[config.mk]
export PLATFORM = sky130hd
export DESIGN_NAME = core_inst_seq
export DESIGN_NICKNAME = d
export VERILOG_FILES = /design/src/rtl/core_inst_seq.sv
export SDC_FILE = /design/constraint.sdc
export NUM_CORES = 1
export LEC_CHECK = 0
export BUFFER_PORTS_ARGS = -buffer_cell sky130_fd_sc_hd__buf_2
export CAP_MARGIN = 10
export CORE_MARGIN = 4
export CORE_UTILIZATION = 51
export CTS_BUF_LIST = sky130_fd_sc_hd__clkbuf_4 sky130_fd_sc_hd__clkbuf_8
export CTS_CLUSTER_SIZE = 24
export DETAILED_ROUTE_END_ITERATION = 6
export PLACE_DENSITY = 0.87
export SYNTH_ARGS = -nofsm -noshare
export SYNTH_HDL_FRONTEND = slang
export SYNTH_SLANG_ARGS = --single-unit
[constraint.sdc]
create_clock -name clk -period 2.1 [get_ports clk]
set_clock_uncertainty 0.1 [all_clocks]
set_input_delay 0.42 -clock clk [delete_from_list [all_inputs] [get_ports clk]]
set_output_delay 0.42 -clock clk [all_outputs]
set_load 0.1 [all_outputs]
[src/rtl/core_inst_seq.sv]
// ---------------------------------------------------------------------------
// core_inst_seq
//
// Per-tile instruction sequencer for the attention core. One start request
// runs a complete tile:
//   LOADK : stream col K rows out of kmem into the MAC array
//   EXE   : stream total_cycle Q rows out of qmem through the MAC array
//   DRAIN : move total_cycle psum rows from the output FIFO into pmem
//   DONE  : one-cycle completion pulse, then back to IDLE
//
// The state, the counters and every output are registers. The next-cycle
// outputs are decoded from the next-cycle state, so the instruction word
// always matches the state it belongs to.
//
// Parameters
//   col          K rows loaded per tile (1..16)
//   total_cycle  Q rows executed and psum rows drained per tile (1..16)
//
// Ports
//   clk         sole clock, rising edge
//   reset_n     asynchronous active-low reset; forces IDLE with all outputs 0
//   start       one-cycle tile request, sampled only in IDLE
//   fifo_valid  output FIFO holds a row; sampled each edge while draining
//   inst[29:0]  core instruction word:
//                 [0] pmem_wr         [1] pmem_rd (unused, 0)
//                 [2] kmem_even_wr    [3] kmem_odd_wr (unused, 0)
//                 [4] kmem_even_rd    [5] kmem_odd_rd
//                 [6] qmem_even_wr    [7] qmem_odd_wr (unused, 0)
//                 [8] qmem_even_rd    [9] qmem_odd_rd
//                 [13:10] pmem_add    [17:14] qkmem_add
//                 [18] ofifo_rd       [19] mac_loadk   [20] mac_exe
//                 [29:21] norm/sfp controls (unused, 0)
//   busy        high in every state except IDLE
//   done        one-cycle pulse in the DONE state
//   bank        buffer half used by the current tile: 0=even, 1=odd
//
// Configuration macro
//   CORE_INST_SEQ_PINGPONG_EN  defined: bank toggles when a tile completes,
//                              so consecutive tiles alternate halves.
//                              undefined: bank is held at 0 and the odd
//                              read bits are never set.
// ---------------------------------------------------------------------------
module core_inst_seq #(
    parameter int col         = 8,
    parameter int total_cycle = 8
) (
    input  logic        clk,
    input  logic        reset_n,
    input  logic        start,
    input  logic        fifo_valid,
    output logic [29:0] inst,
    output logic        busy,
    output logic        done,
    output logic        bank
);

    // State encoding kept as plain constants for compatibility with the
    // existing core control code.
    localparam logic [2:0] S_IDLE  = 3'd0;
    localparam logic [2:0] S_LOADK = 3'd1;
    localparam logic [2:0] S_EXE   = 3'd2;
    localparam logic [2:0] S_DRAIN = 3'd3;
    localparam logic [2:0] S_DONE  = 3'd4;

    // Counters are 5 bits so that a count of 16 is representable without
    // wrapping the 4-bit address fields.
    localparam logic [4:0] col_cnt = 5'(col);
    localparam logic [4:0] tc_cnt  = 5'(total_cycle);

    // Instruction bit positions
    localparam int PMEM_WR      = 0;
    localparam int KMEM_EVEN_RD = 4;
    localparam int KMEM_ODD_RD  = 5;
    localparam int QMEM_EVEN_RD = 8;
    localparam int QMEM_ODD_RD  = 9;
    localparam int PMEM_ADD_LO  = 10;
    localparam int QK_ADD_LO    = 14;
    localparam int OFIFO_RD     = 18;
    localparam int MAC_LOADK    = 19;
    localparam int MAC_EXE      = 20;

    logic [2:0]  state,  state_n;
    logic [4:0]  step,   step_n;    // LOADK / EXE step index
    logic [4:0]  rd_cnt, rd_cnt_n;  // ofifo reads issued this tile
    logic [4:0]  wr_cnt, wr_cnt_n;  // pmem writes issued this tile
    logic        bank_n;
    logic [29:0] inst_n;
    logic        busy_n;
    logic        done_n;

    // -----------------------------------------------------------------------
    // Next-state and counter logic
    // -----------------------------------------------------------------------
    always_comb begin
        // NOTE: every signal gets a default before the case so no path
        // leaves it unassigned; otherwise synthesis infers a latch.
        state_n  = state;
        step_n   = step;
        rd_cnt_n = rd_cnt;
        wr_cnt_n = wr_cnt;
        bank_n   = bank;

        case (state)
            S_IDLE: begin
                if (start) begin
                    state_n  = S_LOADK;
                    step_n   = 5'd0;
                    rd_cnt_n = 5'd0;
                    wr_cnt_n = 5'd0;
                end
            end

            // Step col is the trailing cycle that catches the last kmem
            // read, which arrives one cycle after it was issued.
            S_LOADK: begin
                if (step == col_cnt) begin
                    state_n = S_EXE;
                    step_n  = 5'd0;
                end else begin
                    step_n = step + 5'd1;
                end
            end

            S_EXE: begin
                if (step == tc_cnt) begin
                    state_n = S_DRAIN;
                    step_n  = 5'd0;
                end else begin
                    step_n = step + 5'd1;
                end
            end

            // Leave once the final pmem write is on the output this cycle.
            S_DRAIN: begin
                if (inst[PMEM_WR] && (wr_cnt == tc_cnt)) begin
                    state_n = S_DONE;
                end
            end

            S_DONE: begin
                state_n = S_IDLE;
`ifdef CORE_INST_SEQ_PINGPONG_EN
                bank_n  = ~bank;
`endif
            end

            default: begin
                state_n = S_IDLE;
            end
        endcase

`ifndef CORE_INST_SEQ_PINGPONG_EN
        bank_n = 1'b0;
`endif

        // -------------------------------------------------------------------
        // Output decode for the cycle being entered
        // -------------------------------------------------------------------
        inst_n = '0;

        case (state_n)
            S_LOADK: begin
                if (step_n < col_cnt) begin
                    if (bank_n) inst_n[KMEM_ODD_RD]  = 1'b1;
                    else        inst_n[KMEM_EVEN_RD] = 1'b1;
                    inst_n[QK_ADD_LO +: 4] = step_n[3:0];
                end
                // Data read at step i-1 is on the SRAM output at step i.
                if (step_n != 5'd0) begin
                    inst_n[MAC_LOADK] = 1'b1;
                end
            end

            S_EXE: begin
                if (step_n < tc_cnt) begin
                    if (bank_n) inst_n[QMEM_ODD_RD]  = 1'b1;
                    else        inst_n[QMEM_EVEN_RD] = 1'b1;
                    inst_n[QK_ADD_LO +: 4] = step_n[3:0];
                end
                if (step_n != 5'd0) begin
                    inst_n[MAC_EXE] = 1'b1;
                end
            end

            S_DRAIN: begin
                // A FIFO read is issued for the cycle after fifo_valid is
                // seen high; no read is issued while it is low, however
                // long that lasts.
                if (fifo_valid && (rd_cnt < tc_cnt)) begin
                    inst_n[OFIFO_RD] = 1'b1;
                    rd_cnt_n         = rd_cnt + 5'd1;
                end
                // The row popped this cycle is written to pmem next cycle.
                if (inst[OFIFO_RD]) begin
                    inst_n[PMEM_WR]          = 1'b1;
                    inst_n[PMEM_ADD_LO +: 4] = wr_cnt[3:0];
                    wr_cnt_n                 = wr_cnt + 5'd1;
                end
            end

            default: begin
                inst_n = '0;
            end
        endcase

        busy_n = (state_n != S_IDLE);
        done_n = (state_n == S_DONE);
    end

    // -----------------------------------------------------------------------
    // State registers
    // -----------------------------------------------------------------------
    // NOTE: sequential state uses non-blocking assignments so every register
    // samples the pre-edge values, independent of statement order.
    // NOTE: every register, outputs included, is in the async reset so a
    // reset mid-tile drops inst/busy/done immediately, without a clock edge.
    always_ff @(posedge clk or negedge reset_n) begin
        if (!reset_n) begin
            state  <= S_IDLE;
            step   <= 5'd0;
            rd_cnt <= 5'd0;
            wr_cnt <= 5'd0;
            bank   <= 1'b0;
            inst   <= '0;
            busy   <= 1'b0;
            done   <= 1'b0;
        end else begin
            state  <= state_n;
            step   <= step_n;
            rd_cnt <= rd_cnt_n;
            wr_cnt <= wr_cnt_n;
            bank   <= bank_n;
            inst   <= inst_n;
            busy   <= busy_n;
            done   <= done_n;
        end
    end

endmodule

### After elaboration in Yosys (flattened, before gate mapping)

Index checks and enable logic that the tools add are counted.
W data, S select, Z words.

| word-level totals | value |
|---|---|
| input port bits | 4 |
| output and inout bits | 33 |
| flip-flop bits (word level) | 34 |
| word-level logic and storage cells | 58 |

| operators by class | value |
|---|---|
| magnitude comparators | 2 |
| muxes and demuxes | 30 |
| eq/ne operators | 9 |
| add/subtract/negate cells | 3 |
| reductions and logical operators | 7 |

Operator list:

| operator | number |
|---|---|
| $mux W5 | 10 |
| $mux W4 | 4 |
| $add A5 B1 Y5 const B | 3 |
| $eq A3 B2 Y1 const B | 4 |
| $mux W3 | 4 |
| $pmux W3 S4 | 1 |
| $eq A5 B4 Y1 const B | 2 |
| $lt A5 B4 Y1 const B | 2 |
| $mux W1 | 10 |
| $pmux W5 S2 | 1 |
| $eq A3 B1 Y1 const B | 2 |
| $reduce_bool A5 Y1 | 1 |
| $reduce_or A2 Y1 | 2 |
| $eq A3 B3 Y1 const B | 1 |
| $logic_not A3 Y1 | 1 |
| $reduce_bool A3 Y1 | 1 |
| $logic_and A1 B1 Y1 | 2 |

### Depth between registers and ports, before layout

Gate-level depths: netlist of the first run.

| depth | value |
|---|---|
| depth in word-level cells | 7 |
| depth in mapped cells | 7 |
| depth with buffers taken out | 7 |

### Least setup slack after synthesis of the first run

OpenSTA, ideal clock, no wires.

| path | value |
|---|---|
| kind | register to register |
| from | register inst[0] |
| to | register rd_cnt[2] |
| setup time | 0.120 ns |
| period minus slack after synthesis | 2.229 ns |
| stages on the path, launching flop included | 6 |
| data arrival time | 2.010 ns |
| required time | 1.880 ns |
| path slack | -0.129 ns |
| buffers on the path | 1 |
| cells stage by stage | dfrtp_1 -> and4b_1 -> a221o_1 -> or2_0 -> buf_2 -> a31o_1 |

| on the way | value |
|---|---|
| word-level cells in the longest chain between the ends | 5 |

RTL lines:

| element | line | text |
|---|---|---|
| from (decl) | 51 | `output logic [29:0] inst,` |
| from (signal assigned) | 233 | `inst <= inst_n;` |
| $logic_and A1 B1 Y1 | 135 | `if (inst[PMEM_WR] && (wr_cnt == tc_cnt)) begin` |
| $mux W3 | 135 |  |
| $pmux W3 S4 | 103 | `case (state)` |
| $eq A3 B2 Y1 | 161 | `case (state_n)` |
| $mux W5 | 161 |  |
| net rd_cnt_n[2] | 84 | `logic [4:0] rd_cnt, rd_cnt_n;` |
| to (signal assigned) | 230 | `rd_cnt <= rd_cnt_n;` |
| to (decl) | 84 |  |

The timed path passes the listed nets, and every way through them passes these cells.

### Worst setup path in the final report of the first run

| path | value |
|---|---|
| from | register wr_cnt[0] |
| to | register rd_cnt[2] |

| on the way | value |
|---|---|
| word-level cells in the longest chain between the ends | 6 |

RTL lines:

| element | line | text |
|---|---|---|
| from (decl) | 85 | `logic [4:0] wr_cnt, wr_cnt_n;` |
| from (signal assigned) | 231 | `wr_cnt <= wr_cnt_n;` |
| $eq A5 B4 Y1 | 135 |  |
| $logic_and A1 B1 Y1 | 135 |  |
| $mux W3 | 135 |  |
| $pmux W3 S4 | 103 |  |
| $eq A3 B2 Y1 | 161 |  |
| $mux W5 | 161 |  |
| net rd_cnt_n[2] | 84 |  |

The timed path passes the listed nets, and every way through them passes these cells.

==> impl_metrics.xml, run 1 <==
<?xml version="1.0" encoding="UTF-8"?>
<metrics>
  <group name="critical_path">
    <metric name="rr_worst_depth" unit="">6</metric>
    <metric name="ff2ff_setup_slack" unit="ns">0.12</metric>
    <metric name="worst_setup_path_startpoint" unit="">wr_cnt[0]</metric>
    <metric name="worst_path_maximum_fanout" unit="">6</metric>
    <metric name="criticalPathCategory" unit="">flop to flop</metric>
    <metric name="regToRegStartpoint" unit="">wr_cnt[0]</metric>
    <metric name="endpoint_kind" unit="">flop</metric>
    <metric name="worst-endpoint-required" unit="ns">2.25</metric>
    <metric name="timing.rr.end" unit="">rd_cnt[2]</metric>
    <metric name="crit_path_start_kind" unit="">flop</metric>
    <metric name="cp_data_arrival_time" unit="ns">2.13</metric>
  </group>
  <group name="global_routing">
    <metric name="grt_remaining_overflow" unit="">0</metric>
    <metric name="antenna_violations_before_repair" unit="">0</metric>
    <metric name="grt_max_degree" unit="">35</metric>
    <metric name="globalRouteTotalUtil" unit="%">15.8</metric>
    <metric name="grt_first_pass_wirelength" unit="mm">5.27</metric>
    <metric name="grt_pass1_vias" unit="">1179</metric>
  </group>
  <group name="cells_and_area">
    <metric name="syn2layout_area_growth" unit="%">14.2</metric>
    <metric name="final_layout_size_suffix_gt1_share" unit="%">26.9</metric>
    <metric name="finish.net_count" unit="">216</metric>
    <metric name="diodes_inserted" unit="">0</metric>
  </group>
  <group name="job">
    <metric name="cap_violations" unit="">0</metric>
  </group>
  <group name="routing">
    <metric name="avgRoutedWirePerCell" unit="um">12.5</metric>
    <metric name="vias" unit="">1305</metric>
    <metric name="totalWireLength" unit="mm">3.18</metric>
    <metric name="firstDrtPassIters" unit="">4</metric>
    <metric name="drc" unit="">0</metric>
    <metric name="dr.first_iter.drc_count" unit="">110</metric>
    <metric name="route.detailed.vias_per_inst" unit="">5.14</metric>
    <metric name="final_antenna_net_count" unit="">0</metric>
  </group>
  <group name="synth">
    <metric name="synthDominantAreaCellType" unit="">sky130_fd_sc_hd__dfrtp_1</metric>
    <metric name="synthCells" unit="">174</metric>
    <metric name="synth.yosys.warnings" unit="">0</metric>
    <metric name="netlist_area" unit="sq mm">0.00179</metric>
    <metric name="synth_top_cells_by_count" unit="">34 x sky130_fd_sc_hd__dfrtp_1, 17 x sky130_fd_sc_hd__buf_4, 14 x sky130_fd_sc_hd__inv_1, 12 x sky130_fd_sc_hd__nor2_1, 10 x sky130_fd_sc_hd__nand2_1</metric>
    <metric name="synth_enable_flop_cells" unit="">0</metric>
    <metric name="synth_async_sr_flop_share" unit="%">100</metric>
    <metric name="avg_synthesized_cell_area" unit="sq um">10.3</metric>
    <metric name="synth_flop_cell" unit="">sky130_fd_sc_hd__dfrtp_1</metric>
    <metric name="post-synth-top-count-cell" unit="">sky130_fd_sc_hd__dfrtp_1</metric>
    <metric name="yosys-top-cells-area" unit="">sky130_fd_sc_hd__dfrtp_1 48%, sky130_fd_sc_hd__buf_4 7.1%, sky130_fd_sc_hd__ha_1 3.5%, sky130_fd_sc_hd__inv_1 2.9%, sky130_fd_sc_hd__nor2_1 2.5%</metric>
    <metric name="synth-seq-cells" unit="">34</metric>
    <metric name="netlist.area_leader.share" unit="%">47.6</metric>
    <metric name="synth_cell_types" unit="">51</metric>
    <metric name="synth_sequential_area_ratio" unit="%">47.6</metric>
  </group>
  <group name="timing">
    <metric name="final.period_utilization" unit="%">94.1</metric>
    <metric name="unrepaired_setup_endpoints_after_global_routing" unit="">no</metric>
    <metric name="maxClockFrequency" unit="MHz">506</metric>
    <metric name="finalMaxSlewViolations" unit="">0</metric>
    <metric name="worst_slew_pin_slew" unit="ns">0.704</metric>
    <metric name="timing.slew.headroom" unit="%">53.1</metric>
    <metric name="minimum_clock_period_after_layout" unit="ns">1.98</metric>
    <metric name="whs" unit="ns">0.00196</metric>
    <metric name="setup_viol_count_final" unit="">0</metric>
    <metric name="tns" unit="ns">0</metric>
    <metric name="final-hold-violation-count" unit="">0</metric>
  </group>
  <group name="clocking">
    <metric name="cts_repair_resize_count" unit="">0</metric>
    <metric name="htree_levels" unit="">2</metric>
    <metric name="cts_tree" unit="">yes</metric>
    <metric name="worst_skew_pair.late_latency" unit="ns">0.35</metric>
    <metric name="clock_pin_slew_on_the_worst_setup_and_hold_paths" unit="ns">0.11</metric>
    <metric name="cts.repair_timing.setup_buffer_count" unit="">0</metric>
    <metric name="cts_inserted_buffers" unit="">5</metric>
    <metric name="cts-hold-fix-buffers" unit="">0</metric>
    <metric name="clock_sink_count" unit="">34</metric>
    <metric name="cts.root.buffer_cell" unit="">sky130_fd_sc_hd__clkbuf_4</metric>
    <metric name="ctsLongestPathBuffers" unit="">2</metric>
  </group>
  <group name="pwr">
    <metric name="irDropWorstVdd" unit="uV">614</metric>
    <metric name="clockPowerShare" unit="%">13.8</metric>
    <metric name="sequentialPowerShare" unit="%">29.2</metric>
    <metric name="p_leak" unit="nW">1.02</metric>
    <metric name="reported_net_switching_power" unit="mW">1.71</metric>
    <metric name="internal-power" unit="mW">1.75</metric>
    <metric name="comb_power_share" unit="%">57.0</metric>
    <metric name="power_per_cell_area" unit="mW/mm^2">1690</metric>
    <metric name="power_switching_share" unit="%">49.5</metric>
    <metric name="finalPower" unit="mW">3.46</metric>
  </group>
  <group name="place">
    <metric name="replace_congestion" unit="">0.843</metric>
    <metric name="dp_hpwl" unit="mm">2.36</metric>
    <metric name="portbufs" unit="">19</metric>
  </group>
  <group name="floorplanning">
    <metric name="initial_core_util" unit="%">53.2</metric>
    <metric name="floorplan.rows" unit="">21</metric>
    <metric name="floorplan.die_area" unit="sq mm">0.00452</metric>
    <metric name="core_region_area" unit="sq mm">0.00336</metric>
    <metric name="top_level_ports" unit="">37</metric>
    <metric name="die-height" unit="um">67.2</metric>
    <metric name="dieWidth" unit="um">67.2</metric>
  </group>
  <group name="run_status">
    <metric name="run_status" unit="">finished clean</metric>
  </group>
  <group name="worst_hold_path">
    <metric name="worst_hold_check_path_type" unit="">input pin to async pin</metric>
  </group>
</metrics>
## cells in the final DEF (no fill, tap or decap), types with 3 or more instances in the layout
cell type	instances
sky130_fd_sc_hd__ha_1	4
sky130_fd_sc_hd__nor2_1	12
sky130_fd_sc_hd__a21o_1	3
sky130_fd_sc_hd__nand3_1	7
sky130_fd_sc_hd__clkbuf_4	5
sky130_fd_sc_hd__o21ai_0	3
sky130_fd_sc_hd__a31oi_1	5
sky130_fd_sc_hd__o221ai_1	3
sky130_fd_sc_hd__conb_1	18
sky130_fd_sc_hd__nand2_1	10
sky130_fd_sc_hd__dfrtp_1	33
sky130_fd_sc_hd__buf_2	19
sky130_fd_sc_hd__and2_1	3
sky130_fd_sc_hd__inv_1	13
sky130_fd_sc_hd__mux2i_1	3
sky130_fd_sc_hd__buf_4	14
sky130_fd_sc_hd__nor2b_1	3
sky130_fd_sc_hd__nand2b_1	4
## flip-flops by register name (all words and copies together) (netlist names)
register,cells
done,1
inst,14
rd_cnt,5
busy,1
state,3
step,5
wr_cnt,5
## layer usage
layer	share of wire [%]	vias up	GRT usage (%)
li1	-	645	-
met1	43	615	20.2
met2	48	39	24.4
met3	6.9	6	4.83
met4	2.3	0	7.59
met5	0	-	0
## worst max-delay path by stage
stage                      endpoint  cells after the start  slack [ns]
final                     rd_cnt[2]                      6        0.12
after global routing       inst[20]                      7      0.0007
after CTS                 rd_cnt[2]                      6        0.04
after detailed placement  rd_cnt[2]                      6        0.04
after global placement    rd_cnt[2]                      6        0.10
after floorplan           rd_cnt[2]                      7        0.08
## power groups by stage
stage	Sequential (mW)	Combinational [mW]	Clock, mW
finish	1.01	1.97	0.479
global route	1.04	2.13	0.524
CTS	1.01	1.92	0.494
detailed placement	1.02	1.91	0
global placement	1.01	1.88	0
floorplan	1.48	1.02	0
## cells by family (layout without fill, tap and decap cells)
logic type                 Yosys count  in the layout  synth area share (%)
DFF                                 34             34                  47.6
xor gates and xnor gates             3              3                  1.47
other                                1             18                 0.210
AOI/OAI and AO/OA                   35             35                  15.0
and+or+nand+nor                     54             54                  17.8
muxes                                4              4                  2.31
adders and majority gates            5              5                  3.50
buffers and inverters               38             55                  12.2
## worst max-delay path, cell delays in order, from the launching register on
cell	delay, ns
sky130_fd_sc_hd__dfrtp_1	0.37
sky130_fd_sc_hd__inv_1	0.07
sky130_fd_sc_hd__ha_1	0.19
sky130_fd_sc_hd__and4b_1	0.22
sky130_fd_sc_hd__a221o_1	0.39
sky130_fd_sc_hd__or2_1	0.31
sky130_fd_sc_hd__a31o_1	0.23
## cell type report
| type | instances | area (sq um) |
|---|---|---|
| inverters | 14 | 52.6 |
| multi-input cells | 119 | 798 |
| flip-flops and latches | 34 | 852 |
| clock buffers | 5 | 37.5 |
| well taps | 46 | 57.6 |
| fillers | 292 | 1320 |
| clock inverters | 3 | 45.0 |
| repair buffers | 33 | 200 |
## per-stage QoR
step / setup slack [ns] / instance area [sq um] / utilization, % / cells
6_report: 0.125 / 2040 / 60.8 / 254
5_1_grt: 0.000688 / 2040 / 60.8 / 254
4_1_cts: 0.0383 / 2030 / 60.3 / 254
3_5_place_dp: 0.0423 / 1950 / 57.9 / 246
3_3_place_gp: 0.102 / 1950 / 57.9 / 246
2_1_floorplan: 0.0761 / 1850 / - / 191
Note: power is estimated with default switching activity, not from simulation.
==> run 2: changes to the inputs <==
--- a/config.mk
+++ b/config.mk
@@ -9,4 +9,6 @@
 export CAP_MARGIN = 10
+export CELL_PAD_IN_SITES_DETAIL_PLACEMENT = 1
+export CELL_PAD_IN_SITES_GLOBAL_PLACEMENT = 1
 export CORE_MARGIN = 4
-export CORE_UTILIZATION = 51
+export CORE_UTILIZATION = 39
 export CTS_BUF_LIST = sky130_fd_sc_hd__clkbuf_4 sky130_fd_sc_hd__clkbuf_8
@@ -14,3 +16,3 @@
 export DETAILED_ROUTE_END_ITERATION = 6
-export PLACE_DENSITY = 0.87
+export PLACE_DENSITY = 0.86
 export SYNTH_ARGS = -nofsm -noshare
==> constraint.sdc (replaced) <==
create_clock -name clk -period 2.1 [get_ports clk]
set_clock_uncertainty 0.1 [all_clocks]
set_input_delay 0.21 -clock clk [delete_from_list [all_inputs] [get_ports clk]]
set_output_delay 0.21 -clock clk [all_outputs]
set_load 0.1 [all_outputs]
==> impl_metrics.xml, run 2 (synthesized netlist as in run 1, its figures left out) <==
<?xml version="1.0" encoding="UTF-8"?>
<metrics>
  <group name="critical_path">
    <metric name="endpoint_kind" unit="">flop</metric>
    <metric name="worst-endpoint-required" unit="ns">2.23</metric>
    <metric name="crit_path_buffers_inverters" unit="">2</metric>
    <metric name="criticalPathCategory" unit="">flop to flop</metric>
    <metric name="timing.critical_path.max_delay_family" unit="">compound AO/OA/AOI/OAI gates</metric>
    <metric name="worst_path_largest_cell_delay" unit="ns">0.42</metric>
    <metric name="worstPathCellList" unit="">buf_4 &gt; ha_1 &gt; xor2_1 &gt; a2bb2oi_1 &gt; a2111oi_1 &gt; buf_4 &gt; nor2b_1</metric>
    <metric name="worst-path-stages" unit="">7</metric>
    <metric name="timing.critical_path.slowest_stage_cell" unit="">sky130_fd_sc_hd__a2111oi_1</metric>
    <metric name="rr_worst_depth" unit="">7</metric>
    <metric name="worst_path_maximum_fanout" unit="">4</metric>
    <metric name="cell_type_with_the_highest_occurrence_count_on_the_critical_path" unit="">sky130_fd_sc_hd__buf_4</metric>
    <metric name="cp_data_arrival_time" unit="ns">2.11</metric>
    <metric name="crit_path_start_kind" unit="">flop</metric>
  </group>
  <group name="pwr">
    <metric name="p_leak" unit="nW">1.08</metric>
    <metric name="power_switching_share" unit="%">49.7</metric>
    <metric name="reported_net_switching_power" unit="mW">1.84</metric>
    <metric name="power_per_cell_area" unit="mW/mm^2">1710</metric>
    <metric name="finalPower" unit="mW">3.69</metric>
    <metric name="comb_power_share" unit="%">58.5</metric>
    <metric name="sequentialPowerShare" unit="%">27.7</metric>
    <metric name="internal-power" unit="mW">1.86</metric>
    <metric name="irDropWorstVdd" unit="uV">945</metric>
    <metric name="clockPowerShare" unit="%">13.8</metric>
  </group>
  <group name="worst_hold_path">
    <metric name="min_delay_path_depth" unit="">3</metric>
    <metric name="worst_hold_check_path_type" unit="">input pin to flop</metric>
  </group>
  <group name="global_routing">
    <metric name="grt_first_pass_wirelength" unit="mm">7.18</metric>
    <metric name="antenna_violations_before_repair" unit="">0</metric>
    <metric name="globalRouteTotalUtil" unit="%">16.8</metric>
    <metric name="grt_max_degree" unit="">35</metric>
    <metric name="grt_pass1_vias" unit="">1538</metric>
    <metric name="grt_remaining_overflow" unit="">0</metric>
  </group>
  <group name="routing">
    <metric name="final_antenna_net_count" unit="">0</metric>
    <metric name="avgRoutedWirePerCell" unit="um">15.7</metric>
    <metric name="firstDrtPassIters" unit="">4</metric>
    <metric name="totalWireLength" unit="mm">4.22</metric>
    <metric name="route.detailed.vias_per_inst" unit="">5.11</metric>
    <metric name="drc" unit="">0</metric>
    <metric name="vias" unit="">1375</metric>
    <metric name="dr.first_iter.drc_count" unit="">49</metric>
  </group>
  <group name="cells_and_area">
    <metric name="mostFrequentLayoutCells" unit="">33 x sky130_fd_sc_hd__dfrtp_1, 22 x sky130_fd_sc_hd__buf_4, 19 x sky130_fd_sc_hd__buf_2, 18 x sky130_fd_sc_hd__conb_1, 14 x sky130_fd_sc_hd__inv_1</metric>
    <metric name="syn2layout_area_growth" unit="%">20.6</metric>
    <metric name="finish.utilization" unit="%">49.2</metric>
    <metric name="final_layout_size_suffix_gt1_share" unit="%">30.9</metric>
    <metric name="register_with_the_most_flip_flops" unit="">inst</metric>
    <metric name="largest_reg_flops" unit="">14</metric>
    <metric name="layout.cells.most_common" unit="">sky130_fd_sc_hd__dfrtp_1</metric>
    <metric name="finish.net_count" unit="">225</metric>
    <metric name="diodes_inserted" unit="">0</metric>
  </group>
  <group name="run_status">
    <metric name="run_status" unit="">finished clean</metric>
  </group>
  <group name="timing">
    <metric name="minimum_clock_period_after_layout" unit="ns">1.97</metric>
    <metric name="setup_viol_count_final" unit="">0</metric>
    <metric name="finalMaxSlewViolations" unit="">0</metric>
    <metric name="worst_slew_pin_slew" unit="ns">0.751</metric>
    <metric name="timing.slew.headroom" unit="%">50.0</metric>
    <metric name="maxClockFrequency" unit="MHz">506</metric>
    <metric name="final-hold-violation-count" unit="">0</metric>
    <metric name="final.period_utilization" unit="%">94.0</metric>
  </group>
  <group name="place">
    <metric name="replace_congestion" unit="">0.901</metric>
    <metric name="portbufs" unit="">19</metric>
    <metric name="dp_hpwl" unit="mm">3.12</metric>
  </group>
  <group name="job">
    <metric name="cap_violations" unit="">0</metric>
  </group>
  <group name="floorplanning">
    <metric name="floorplan.rows" unit="">24</metric>
    <metric name="core_region_area" unit="sq mm">0.00438</metric>
    <metric name="top_level_ports" unit="">37</metric>
    <metric name="die-height" unit="um">75.7</metric>
    <metric name="floorplan.die_area" unit="sq mm">0.00574</metric>
    <metric name="initial_core_util" unit="%">40.8</metric>
    <metric name="dieWidth" unit="um">75.7</metric>
  </group>
  <group name="clocking">
    <metric name="worst_skew_pair.late_latency" unit="ns">0.30</metric>
    <metric name="clock_pin_slew_on_the_worst_setup_and_hold_paths" unit="ns">0.07</metric>
    <metric name="cts_tree" unit="">yes</metric>
    <metric name="clock_sink_count" unit="">34</metric>
    <metric name="cts.root.buffer_cell" unit="">sky130_fd_sc_hd__clkbuf_8</metric>
    <metric name="ctsLongestPathBuffers" unit="">2</metric>
    <metric name="cts_inserted_buffers" unit="">5</metric>
    <metric name="htree_levels" unit="">2</metric>
  </group>
</metrics>
## run 2: per-stage QoR
stage | instance area, sq um | cells | TNS (ns) | setup slack, ns | hold WS (ns)
floorplan | 1850 | 191 | 0 | 0.0761 | -0.186
global placement | 2010 | 259 | 0 | 0.0753 | 0.220
detailed placement | 2010 | 259 | 0 | 0.00612 | 0.232
CTS | 2120 | 268 | 0 | 0.0312 | 0.150
global route | 2160 | 269 | -0.0184 | -0.0163 | 0.197
finish | 2160 | 269 | 0 | 0.125 | 0.160
## run 2: cell type report
type / instances / area, sq um
Clock inverter: 2 / 12.5
Fill cell: 499 / 2230
Inverter: 14 / 52.6
Tap cell: 52 / 65.1
Timing Repair Buffer: 42 / 270
Multi-Input combinational cell: 119 / 823
Clock buffer: 6 / 82.6
Sequential cell: 34 / 852
## run 2: worst min-delay path, cell delays in order
cell and delay [ns]:
sky130_fd_sc_hd__buf_2 0.14, sky130_fd_sc_hd__nor3_1 0.08, sky130_fd_sc_hd__nor2_1 0.08
## run 2: power by group through the flow
| stage | sequential (mW) | clock, mW | combinational [mW] |
|---|---|---|---|
| 6_report | 1.02 | 0.512 | 2.16 |
| 5_1_grt | 1.05 | 0.548 | 2.32 |
| 4_1_cts | 1.02 | 0.524 | 2.08 |
| 3_5_place_dp | 1.03 | 0 | 2.06 |
| 3_3_place_gp | 1.02 | 0 | 1.99 |
| 2_1_floorplan | 1.48 | 0 | 1.02 |
## run 2: metal layers
metal,GRT usage (%),routed length (um),vias up
li1,-,-,661
met1,21.1,1880,676
met2,27.6,2140,31
met3,2.77,124,7
met4,8.93,83,0
met5,0,0,-
## run 2: what timing repair did
item,in CTS,in global routing
gates resized for setup,1,10
endpoints found under the setup margin,3,15
hold buffers,1,0
setup buffers,0,1
endpoints found under the hold margin,34,0
pin swaps,0,2
## run 2: worst paths after layout
| kind | to | slack [ns] | startpoint |
|---|---|---|---|
| max | inst[16] | 0.13 | step[0] |
| min | busy | 0.16 | start |
| max reg2reg | inst[16] | 0.13 | step[0] |
| min reg2reg | rd_cnt[3] | 0.40 | rd_cnt[3] |
| max in group asynchronous | inst[0] | 0.96 | reset_n |
| min in group asynchronous | rd_cnt[4] | 0.42 | reset_n |
